===== src/rtl/simplez_core.sv =====
// simplez_core: parametrised Simplez CPU with a single request/acknowledge
// memory port. It runs the eight-instruction Simplez ISA through a
// FETCH -> EXEC -> (OPER) -> FETCH loop, and it stops in HALT until reset.
// The memory port accepts any number of wait states.
//
// DATAW must equal ADDRW+3. The top three bits of an instruction hold the
// opcode and the remaining ADDRW bits hold the operand address.

module simplez_core #(
    parameter int DATAW    = 12,
    parameter int ADDRW    = 9,
    parameter int RESET_PC = 0,
    parameter int CNTW     = 16
) (
    input  logic             clk,
    input  logic             rst,
    output logic             mem_req,
    output logic             mem_we,
    output logic [ADDRW-1:0] mem_addr,
    output logic [DATAW-1:0] mem_wdata,
    input  logic [DATAW-1:0] mem_rdata,
    input  logic             mem_ack,
    output logic             halted,
    output logic [ADDRW-1:0] pc,
    output logic [DATAW-1:0] acc,
    output logic [CNTW-1:0]  instret
);

    // ------------------------------------------------------------------
    // Encodings
    // ------------------------------------------------------------------
    typedef enum logic [1:0] {
        S_FETCH = 2'd0,
        S_EXEC  = 2'd1,
        S_OPER  = 2'd2,
        S_HALT  = 2'd3
    } state_t;

    typedef enum logic [2:0] {
        OP_ST   = 3'd0,
        OP_LD   = 3'd1,
        OP_ADD  = 3'd2,
        OP_BR   = 3'd3,
        OP_BZ   = 3'd4,
        OP_CLR  = 3'd5,
        OP_DEC  = 3'd6,
        OP_HALT = 3'd7
    } opcode_t;

    localparam logic [ADDRW-1:0] PC_RST = ADDRW'(RESET_PC);

    // ------------------------------------------------------------------
    // Architectural state
    // ------------------------------------------------------------------
    state_t           state_q,   state_d;
    logic [ADDRW-1:0] pc_q,      pc_d;
    logic [DATAW-1:0] ac_q,      ac_d;
    logic [DATAW-1:0] ri_q,      ri_d;
    logic [CNTW-1:0]  instret_q, instret_d;

    // Memory port values before the reset override.
    logic             req_c;
    logic             we_c;
    logic [ADDRW-1:0] addr_c;

    // Fields of the current instruction.
    opcode_t          op;
    logic [ADDRW-1:0] cd;
    logic             ac_zero;

    assign op      = opcode_t'(ri_q[DATAW-1 -: 3]);
    assign cd      = ri_q[ADDRW-1:0];
    assign ac_zero = (ac_q == '0);

    // State and datapath registers; synchronous reset abandons any transaction.
    // NOTE: sequential state uses non-blocking assignments so every register
    // samples the values from before the edge, whatever the statement order.
    always_ff @(posedge clk) begin
        if (rst) begin
            state_q   <= S_FETCH;
            pc_q      <= PC_RST;
            ac_q      <= '0;
            ri_q      <= '0;
            instret_q <= '0;
        end else begin
            state_q   <= state_d;
            pc_q      <= pc_d;
            ac_q      <= ac_d;
            ri_q      <= ri_d;
            instret_q <= instret_d;
        end
    end

    // Next-state, datapath updates and memory-port drive for each FSM state.
    // NOTE: every signal gets its hold or idle value first, so a path that
    // does not assign it cannot infer a latch.
    always_comb begin
        state_d   = state_q;
        pc_d      = pc_q;
        ac_d      = ac_q;
        ri_d      = ri_q;
        instret_d = instret_q;
        req_c     = 1'b0;
        we_c      = 1'b0;
        addr_c    = pc_q;

        unique case (state_q)
            S_FETCH: begin
                req_c  = 1'b1;
                addr_c = pc_q;
                if (mem_ack) begin
                    ri_d    = mem_rdata;
                    pc_d    = pc_q + ADDRW'(1);
                    state_d = S_EXEC;
                end
            end

            S_EXEC: begin
                unique case (op)
                    OP_BR: begin
                        pc_d      = cd;
                        instret_d = instret_q + CNTW'(1);
                        state_d   = S_FETCH;
                    end
                    OP_BZ: begin
                        if (ac_zero) begin
                            pc_d = cd;
                        end
                        instret_d = instret_q + CNTW'(1);
                        state_d   = S_FETCH;
                    end
                    OP_CLR: begin
                        ac_d      = '0;
                        instret_d = instret_q + CNTW'(1);
                        state_d   = S_FETCH;
                    end
                    OP_DEC: begin
                        ac_d      = ac_q - DATAW'(1);
                        instret_d = instret_q + CNTW'(1);
                        state_d   = S_FETCH;
                    end
                    OP_HALT: begin
                        instret_d = instret_q + CNTW'(1);
                        state_d   = S_HALT;
                    end
                    OP_ST, OP_LD, OP_ADD: begin
                        state_d = S_OPER;
                    end
                endcase
            end

            S_OPER: begin
                req_c  = 1'b1;
                addr_c = cd;
                we_c   = (op == OP_ST);
                if (mem_ack) begin
                    if (op == OP_LD) begin
                        ac_d = mem_rdata;
                    end else if (op == OP_ADD) begin
                        ac_d = ac_q + mem_rdata;
                    end
                    instret_d = instret_q + CNTW'(1);
                    state_d   = S_FETCH;
                end
            end

            S_HALT: begin
                // Stays here until reset, with no memory traffic.
            end
        endcase
    end

    // While rst is high, the outputs show reset values immediately.
    assign mem_req   = req_c & ~rst;
    assign mem_we    = we_c & ~rst;
    assign mem_addr  = addr_c;
    assign mem_wdata = ac_q;
    assign halted    = (state_q == S_HALT) & ~rst;
    assign pc        = rst ? PC_RST : pc_q;
    assign acc       = rst ? '0 : ac_q;
    assign instret   = rst ? '0 : instret_q;

endmodule


===== config.mk =====
export PLATFORM = sky130hd
export DESIGN_NAME = simplez_core
export DESIGN_NICKNAME = d
export VERILOG_FILES = /design/src/rtl/simplez_core.sv
export SDC_FILE = /design/constraint.sdc
export NUM_CORES = 1
export LEC_CHECK = 0
export ABC_AREA = 1
export BUFFER_PORTS_ARGS = -buffer_cell sky130_fd_sc_hd__buf_2
export CORE_AREA = 2 2 92 94
export DETAILED_ROUTE_END_ITERATION = 8
export DIE_AREA = 0 0 94 96
export PLACE_DENSITY = 0.7
export SKIP_CTS_REPAIR_TIMING = 1
export SLEW_MARGIN = 20
export SYNTH_ARGS = -nofsm -noshare
export SYNTH_HDL_FRONTEND = slang
export SYNTH_SLANG_ARGS = --single-unit
export TNS_END_PERCENT = 5

===== constraint.sdc =====
create_clock -name clk -period 2.4 [get_ports clk]
set_clock_uncertainty 0.15 [all_clocks]
set_input_delay 0.24 -clock clk [delete_from_list [all_inputs] [get_ports clk]]
set_output_delay 0.24 -clock clk [all_outputs]
set_load 0.1 [all_outputs]

==> results of run 1 <==
worst paths after layout:
path / from / end / slack (ns)
worst max-delay path: state_q[0] / mem_addr[0] / 0.18
worst min-delay path: mem_rdata[5] / ri_q[5] / 0.1
worst max register to register: mem_wdata[1] / mem_wdata[6] / 0.26
worst min register to register: ri_q[8] / ri_q[8] / 0.33
Yosys cell counts, drive strengths merged:
| cell | count |
|---|---|
| ha | 19 |
| xnor2 | 1 |
| or2 | 1 |
| a21oi | 47 |
| a211oi | 1 |
| dfxtp | 51 |
| buf | 10 |
| o21ai | 63 |
| nand2 | 132 |
| xor2 | 11 |
| nand3 | 51 |
| a31oi | 3 |
| clkinv | 1 |
| o31ai | 2 |
| fa | 1 |
| nand4 | 7 |
| a22o | 1 |
| o211ai | 3 |
| inv | 92 |
| nor3 | 2 |
| o21a | 4 |
| a21boi | 1 |
| a21o | 1 |
| nor2 | 136 |
| clkbuf | 10 |
registers in the layout (all words and copies together), names as in the netlist:
register and cells:
instret_q 16, mem_wdata 12, pc_q 9, ri_q 12
state_q 2
worst max-delay path: cells and delay by family (launching register included):
kind                       cells  cell delay, ns
AOI/OAI and AO/OA              1            0.14
adders and majority gates      1            0.32
and+or+nand+nor                1            0.09
DFF                            1            0.36
buffers and inverters          3            0.61
metrics by stage:
step,hold slack [ns],util,setup TNS (ns)
global placement,0.305,0.569,0
detailed placement,0.313,0.569,0
finish,0.0963,0.581,0
floorplan,0.257,-,-6.38
global route,0.106,0.581,0
CTS,0.0844,0.581,0
report_power, final:
group / switching, W / internal, W
sequential: 0.000173 / 0.000969
clock: 0.000291 / 0.000264
combinational: 0.00203 / 0.000710
total: 0.00249 / 0.00194
placed cells by master (no fill, tap or decap), types with 2 or more instances in the layout:
cell / n
a21oi_1: 47
a31oi_1: 3
buf_12: 11
buf_2: 64
buf_4: 10
clkbuf_8: 7
dfxtp_1: 51
ha_1: 18
inv_1: 87
inv_2: 3
nand2_1: 131
nand3_1: 50
nand4_1: 7
nor2_1: 119
nor2_2: 14
nor2_4: 2
nor3_1: 2
o211ai_1: 3
o21a_1: 4
o21ai_0: 53
o21ai_1: 8
o31ai_1: 2
xor2_1: 11
routing by layer:
| layer | vias to the layer above | GRT usage | share of wire |
|---|---|---|---|
| met2 | 122 | 0.427 | 0.47 |
| met5 | - | 0 | 0 |
| li1 | 2221 | - | - |
| met1 | 1980 | 0.324 | 0.46 |
| met4 | 0 | 0.0713 | 0.023 |
| met3 | 20 | 0.0321 | 0.046 |
final cells by class:
class / instances / area, µm²
fillers: 804 / 3370
multi-input cells: 487 / 2450
inverters: 93 / 362
flip-flops and latches: 51 / 1020
clock buffers: 8 / 100
repair buffers: 85 / 616
well taps: 105 / 131
kinds of logic (layout without fill, tap and decap cells):
family	count (synthesis)	in the layout	share of synthesized area
and+or+nand+nor	329	329	0.352
AOI/OAI and AO/OA	126	126	0.174
buffers and inverters	113	186	0.120
DFF	51	51	0.261
adders and majority gates	20	20	0.0660
xor gates and xnor gates	12	12	0.0269
==> summary.txt, run 1 <==
total wire length: 11100 µm
core area: 8050 µm²
required time of the critical path: 2.01 ns
data arrival time of the critical path: 1.83 ns
Syn Nets: 686
die area: 9020 µm²
Layout area overhead: 19.9%
crit-path max FO: 19
Reg clk slew, reported paths: 0.09 ns
cell taking the most area after synthesis: dfxtp_1
placer congestion estimate: 0.917
CTS tree: built
Yosys cell types: 36
ant diodes: 0
CTS root buf: clkbuf_8
Setup crit start kind: flip-flop
first-pass GRT wire length: 18000 µm
Non-Filler Instances: 829
Die X: 94 µm
Die H: 96 µm
Setup WS pre-CTS: 0.297 ns
GR Util All Layers: 0.247
Final Cell Area: 4680 µm²
syn_area_per_cell: 6.00 µm²
Max stage delay on crit path: 0.36 ns
Starting Density: 0.485
total CTS buffers: 5
Mapped Cells: 651
RSZ-0062 raised after global routing: no
Peak Freq: 451 MHz
worst vdd ir: 0.749 mV
Initial DRC Count: 220
CTS sink count: 51
Min Clock Period, post-route: 2.22 ns
Reg2Reg Depth: 10
post-synthesis register bit count: 51
via count: 4343
Final setup viols: 0
drt pass-1 iters: 5
Post-Place Cell Area: 4580 µm²
Port Buf Inserts: 75
grt total ovfl: 0
classification of the worst setup path: reg -> out
part of the cycle the worst path needs: 0.923
P_leak: 2.29 nW
dpl cells: 821
Fin. Hold Viols: 0
crit path capture type: output port
FP Rows: 33
outcome: complete, no violations
Worst Hold Class: in -> reg
relative slew slack: 0.399
Max H-tree Level: 2
PnR worst setup slack: 0.184 ns
Clk Latency, worst-skew pair: 0.30 ns
hold path cells: 3
share of cells above drive strength 1: 0.166
Slew Limit Fails: 0
antenna violations before repair: 0
power per cell area: 948 nW/µm²
vias in the first global route: 3909
Synth top area share: 0.261
nets@finish: 758
DRC violations left: 0
max-cap viol count: 0
Post-DP HPWL: 8700 µm
pin count of the biggest net entering global routing: 34
Via density: 5.24
Seq/Total Area, Yosys: 0.261
slew of the pin with the lowest slew margin: 0.900 ns
Synth Warn #: 0
Slowest-stage cell, CP: dfxtp_1
clock buffer depth: 2
Top-Level Pins: 76
total power: 0.00444 W
wire length per cell: 13.4 µm
Post-Syn Area: 3900 µm²
ranking of synthesized cells by area: dfxtp_1, nand2_1, nor2_1
CP Cell Sequence: inv_1 > ha_2 > buf_4 > nand2_1 > o21ai_1 > buf_12
Routed Antenna Nets: 0
(Power assumes the default switching activity.)
==> run 2: changes to the inputs <==
--- a/config.mk
+++ b/config.mk
@@ -10,6 +10,7 @@
 export CORE_AREA = 2 2 92 94
 export DETAILED_ROUTE_END_ITERATION = 8
 export DIE_AREA = 0 0 94 96
+export GPL_TIMING_DRIVEN = 0
 export PLACE_DENSITY = 0.7
 export SKIP_CTS_REPAIR_TIMING = 1
 export SLEW_MARGIN = 20
==> run 2 against run 1 <==
Net effect: register-to-register slack got worse by 0.09 ns; core utilization fell by 1.1 points; sequential share of layout area rose by 0.43 points; first-iteration DRC count fell by 13%; cell area fell by 1.9%; die area did not move; via count rose by 0.37%; largest cell class unchanged; highest routed layer unchanged.
==> summary.txt, run 2 (synthesis gave the netlist of run 1 again) <==
CTS sink count: 51 (unchanged)
total CTS buffers: 5 (unchanged)
classification of the worst setup path: reg -> out
Die H: 96 µm (unchanged)
required time of the critical path: 2.01 ns (about the same)
multi-input logic area: 2450 µm² (-0.10%)
vias in the first global route: 3789 (-3.1%)
die area: 9020 µm² (unchanged)
Slew Limit Fails: 0 (unchanged)
Initial DRC Count: 191 (-13%)
via count: 4359 (+0.37%)
max reg flops: 16 (unchanged)
Final Cell Area: 4590 µm² (-1.9%)
Final setup viols: 0 (unchanged)
Min Clock Period, post-route: 2.32 ns (+0.102 ns)
R2R Setup Slk: 0.17 ns (-0.09 ns)
grt total ovfl: 0 (unchanged)
Non-Filler Instances: 838 (+1.1%)
Logic pwr share: 0.599 (-0.018)
max-cap viol count: 0 (unchanged)
Slowest-stage cell, CP: dfxtp_1
FF/Latch Area: 1020 µm² (unchanged)
Die X: 94 µm (unchanged)
wire length per cell: 13.5 µm (+0.61%)
FP Rows: 33 (unchanged)
crit-path max FO: 10 (-9)
Clk Latency, worst-skew pair: 0.31 ns (about the same)
clock network power share: 0.142 (+0.017)
worst vdd ir: 0.776 mV (+3.7%)
GR Util All Layers: 0.252 (+0.00485)
Total Neg Setup Slack: 0 ns (unchanged)
Fin. Hold Viols: 0 (unchanged)
Post-DP HPWL: 8930 µm (+2.7%)
commonest non-fill, non-tap cell in the layout: nand2_1
placer congestion estimate: 0.906 (-1.2%)
clock buffer depth: 2 (unchanged)
fill count: 839 (+4.4%)
ant diodes: 0 (unchanged)
antenna violations before repair: 0 (unchanged)
Max stage delay on crit path: 0.37 ns (about the same)
Post-Place Cell Area: 4440 µm² (-3.1%)
dpl cells: 830 (+1.1%)
Reg2Reg Depth: 12 (+2)
Max H-tree Level: 2 (unchanged)
Routed Antenna Nets: 0 (unchanged)
hold path cells: 3 (unchanged)
hold path endpoint: ri_q[0]
switch share: 0.567 (+0.00517)
hold_ws: 0.0903 ns (-0.00603 ns)
data arrival time of the critical path: 1.93 ns (+0.10 ns)
P_leak: 2.27 nW (-0.79%)
Top reg by flops: instret_q
power per cell area: 958 nW/µm² (+1.1%)
Via density: 5.20 (-0.71%)
pin count of the biggest net entering global routing: 17 (-50%)
CP Cell Sequence: inv_1 > ha_1 > buf_6 > clkbuf_2 > nand2_1 > o21ai_1 > clkbuf_4
DRC violations left: 0 (unchanged)
slew of the pin with the lowest slew margin: 0.517 ns (-0.382 ns)
CTS root buf: clkbuf_8
Layout area overhead: 17.6%
Peak Freq: 432 MHz (-4.4%)
Top-Level Pins: 76 (unchanged)
share of cells above drive strength 1: 0.165 (-0.000671)
Setup crit start kind: flip-flop
crit path capture type: output port
CTS tree: built
total wire length: 11300 µm (+1.7%)
Seq pwr share: 0.260 (+0.003)
outcome: complete, no violations
core area: 8050 µm² (unchanged)
nets@finish: 767 (+1.2%)
RSZ-0062 raised after global routing: no
Int Power: 0.00190 W (-2.0%)
Worst Hold Class: in -> reg
reg2reg start: state_q[0]
relative slew slack: 0.655 (+0.256)
sw power: 0.00249 W (about the same)
Port Buf Inserts: 74 (-1.3%)
part of the cycle the worst path needs: 0.966 (+0.0423)
drt pass-1 iters: 5 (unchanged)
r2r endpoint: mem_wdata[3]
Reg clk slew, reported paths: 0.10 ns (about the same)
first-pass GRT wire length: 18100 µm (+0.42%)
Starting Density: 0.485 (unchanged)
worst hold start: mem_rdata[0]
Final Core Density: 0.570 (-0.0112)
most frequent cells in the layout: nand2_1, nor2_1, inv_1, buf_2, o21ai_0
run 2: cell types whose count changed in the layout (fill, tap and decap cells not counted), sizes merged:
| cell | delta |
|---|---|
| clkbuf | +10 |
| bufinv | +1 |
| clkinv | +2 |
| buf | -4 |
run 2: critical path, delay by kind of cell (launching register included):
kind            cells  cell delay [ns]
buf+inv             4             0.88
flops               1             0.37
fa+ha+maj           1             0.18
simple gates        1             0.10
compound gates      1             0.08
run 2: power groups by stage:
stage / Combinational (W) / Clock [W] / Sequential (W)
after global placement: 0.00256 / 0 / 0.00115
after detailed placement: 0.00258 / 0 / 0.00116
after global routing: 0.00287 / 0.000655 / 0.00116
after CTS: 0.00260 / 0.000630 / 0.00114
after floorplan: 0.00177 / 0 / 0.00148
final: 0.00263 / 0.000623 / 0.00114
run 2: area by class of cell:
| type | count | area share |
|---|---|---|
| Multi-Input combinational cell | 487 | 0.533 |
| Sequential cell | 51 | 0.222 |
| Timing Repair Buffer | 74 | 0.0883 |
| Clock buffer | 5 | 0.0150 |
| Buffer | 20 | 0.0240 |
| Tap cell | 105 | 0.0286 |
| Clock inverter | 3 | 0.00954 |
| Inverter | 93 | 0.0788 |
run 2: how the worst max path moves through the flow:
stage / start / end / slack (ns) / cells past startpoint
CTS: state_q[0] / mem_we / -0.32 / 7
floorplan: mem_wdata[2] / acc[2] / -0.39 / 2
finish: state_q[0] / mem_addr[3] / 0.08 / 7
global placement: state_q[0] / mem_we / 0.07 / 7
detailed placement: state_q[0] / mem_we / 0.05 / 7
global route: state_q[0] / mem_addr[3] / 0.0004 / 7
run 2: routing by layer:
| metal | up-vias | wire (µm) | GRT usage |
|---|---|---|---|
| met2 | 145 | 5180 | 0.430 |
| met5 | - | 0 | 0 |
| met3 | 21 | 644 | 0.0274 |
| met4 | 0 | 210 | 0.0592 |
| li1 | 2243 | - | - |
| met1 | 1950 | 5270 | 0.344 |
run 2: metrics by stage:
stage | setup slack, ns | total power (W)
2_1_floorplan | -0.386 | 0.00325
3_3_place_gp | 0.0732 | 0.00371
3_5_place_dp | 0.0490 | 0.00374
4_1_cts | -0.315 | 0.00437
5_1_grt | 0.000369 | 0.00468
6_report | 0.0827 | 0.00440
==> run 3: changes to the inputs <==
--- a/config.mk
+++ b/config.mk
@@ -8,6 +8,7 @@
 export ABC_AREA = 1
 export BUFFER_PORTS_ARGS = -buffer_cell sky130_fd_sc_hd__buf_2
 export CORE_AREA = 2 2 92 94
+export CTS_BUF_LIST = sky130_fd_sc_hd__clkbuf_4
 export DETAILED_ROUTE_END_ITERATION = 8
 export DIE_AREA = 0 0 94 96
 export GPL_TIMING_DRIVEN = 0
==> run 3 against run 2 <==
Net effect: clock power is 15% lower; register-to-register slack worse by 0.02 ns; core utilization hardly changed; worst hold slack worse by 0.078 ns.
==> summary.txt, run 3 (synthesis gave the netlist of run 1 again) <==
CTS sink count: 51 (unchanged)
Reg clk slew, reported paths: 0.16 ns (+0.06 ns)
clock buffer depth: 2 (unchanged)
data arrival time of the critical path: 1.94 ns (about the same)
multi-input logic area: 2450 µm² (unchanged)
P_leak: 2.27 nW (-0.15%)
ant diodes: 0 (unchanged)
power per cell area: 942 nW/µm² (-1.7%)
drt pass-1 iters: 5 (unchanged)
worst vdd ir: 0.735 mV (-5.3%)
Port Buf Inserts: 74 (unchanged)
Worst Hold Class: in -> reg
Slew Limit Fails: 0 (unchanged)
core area: 8050 µm² (unchanged)
hold_ws: 0.0121 ns (-0.0781 ns)
Die X: 94 µm (unchanged)
Via density: 5.19 (-0.16%)
total wire length: 11300 µm (about the same)
wire length per cell: 13.5 µm (about the same)
Post-DP HPWL: 8930 µm (unchanged)
placer congestion estimate: 0.906 (unchanged)
Final setup viols: 0 (unchanged)
max reg flops: 16 (unchanged)
Max H-tree Level: 2 (unchanged)
outcome: complete, no violations
Setup crit start kind: flip-flop
RSZ-0062 raised after global routing: no
vias in the first global route: 3771 (-0.48%)
Fin. Hold Viols: 0 (unchanged)
Layout area overhead: 17.6% (about the same)
PnR worst setup slack: 0.0694 ns (-0.0132 ns)
nets@finish: 767 (unchanged)
Clk Latency, worst-skew pair: 0.39 ns (+0.08 ns)
FF/Latch Area: 1020 µm² (+0.12%)
Top-Level Pins: 76 (unchanged)
Setup WS pre-CTS: 0.0490 ns (unchanged)
pin count of the biggest net entering global routing: 17 (unchanged)
classification of the worst setup path: reg -> out
FP Rows: 33 (unchanged)
crit-path max FO: 10 (unchanged)
total CTS buffers: 5 (unchanged)
relative slew slack: 0.649 (-0.00571)
GR Util All Layers: 0.252 (about the same)
Starting Density: 0.485 (unchanged)
max-cap viol count: 0 (unchanged)
first-pass GRT wire length: 18200 µm (+0.23%)
CTS root buf: clkbuf_4
antenna violations before repair: 0 (unchanged)
Initial DRC Count: 242 (+27%)
required time of the critical path: 2.01 ns (about the same)
fill count: 839 (unchanged)
share of cells above drive strength 1: 0.166 (+0.00136)
grt total ovfl: 0 (unchanged)
most frequent cells in the layout: nand2_1, nor2_1, inv_1, buf_2, o21ai_0
die area: 9020 µm² (unchanged)
via count: 4352 (-0.16%)
crit path capture type: output port
CTS tree: built
slew of the pin with the lowest slew margin: 0.526 ns (+0.00857 ns)
Routed Antenna Nets: 0 (unchanged)
Top reg by flops: instret_q
commonest non-fill, non-tap cell in the layout: nand2_1
Min Clock Period, post-route: 2.33 ns (+0.0132 ns)
part of the cycle the worst path needs: 0.971 (+0.00551)
Die H: 96 µm (unchanged)
DRC violations left: 0 (unchanged)
Peak Freq: 429 MHz (-0.57%)
==> run 3: area by class of cell <==
class | instances | area share
sequential | 51 | 0.223
timing repair buffer | 74 | 0.0948
clock inverter | 3 | 0.00953
multi-input combinational | 487 | 0.533
buffer | 20 | 0.0245
inverter | 93 | 0.0787
tap | 105 | 0.0286
clock buffer | 5 | 0.00817
==> run 3: worst paths after layout <==
kind / start / to / slack, ns / cells after the start
min: mem_rdata[5] / ri_q[5] / 0.01 / 3
max reg2reg: mem_wdata[0] / mem_wdata[4] / 0.15 / 11
max: state_q[1] / mem_we / 0.07 / 6
min reg2reg: instret_q[13] / instret_q[13] / 0.33 / 2
==> run 3: metal layers <==
| metal | GRT usage | vias to the layer above | part of all wire |
|---|---|---|---|
| met3 | 0.0290 | 11 | 0.056 |
| li1 | - | 2244 | - |
| met5 | 0 | - | 0 |
| met1 | 0.347 | 1950 | 0.47 |
| met2 | 0.432 | 147 | 0.46 |
| met4 | 0.0459 | 0 | 0.0097 |
==> run 3: worst max-delay path, stage by stage, from the launching register on <==
cell     delay (ns)
dfxtp_1        0.47
ha_1           0.21
buf_6          0.16
buf_4          0.20
nand3_1        0.12
nor2_1         0.14
buf_6          0.24
==> run 3: stage by stage <==
stage,util,cell area [µm²],setup TNS (ns),total power [W],cells
after floorplan,-,3940,-6.38,0.00325,651
after global placement,0.551,4440,0,0.00371,830
after detailed placement,0.551,4440,0,0.00374,830
after CTS,0.561,4520,-3.20,0.00426,838
after global routing,0.570,4590,0,0.00460,838
final,0.570,4590,0,0.00433,838
==> run 3: power breakdown <==
part	switching, W	leakage [nW]	total [W]	internal, W
logic	0.00201	1.81	0.00265	0.000642
clock network	0.000308	0.0452	0.000528	0.000220
registers	0.000173	0.418	0.00114	0.000970
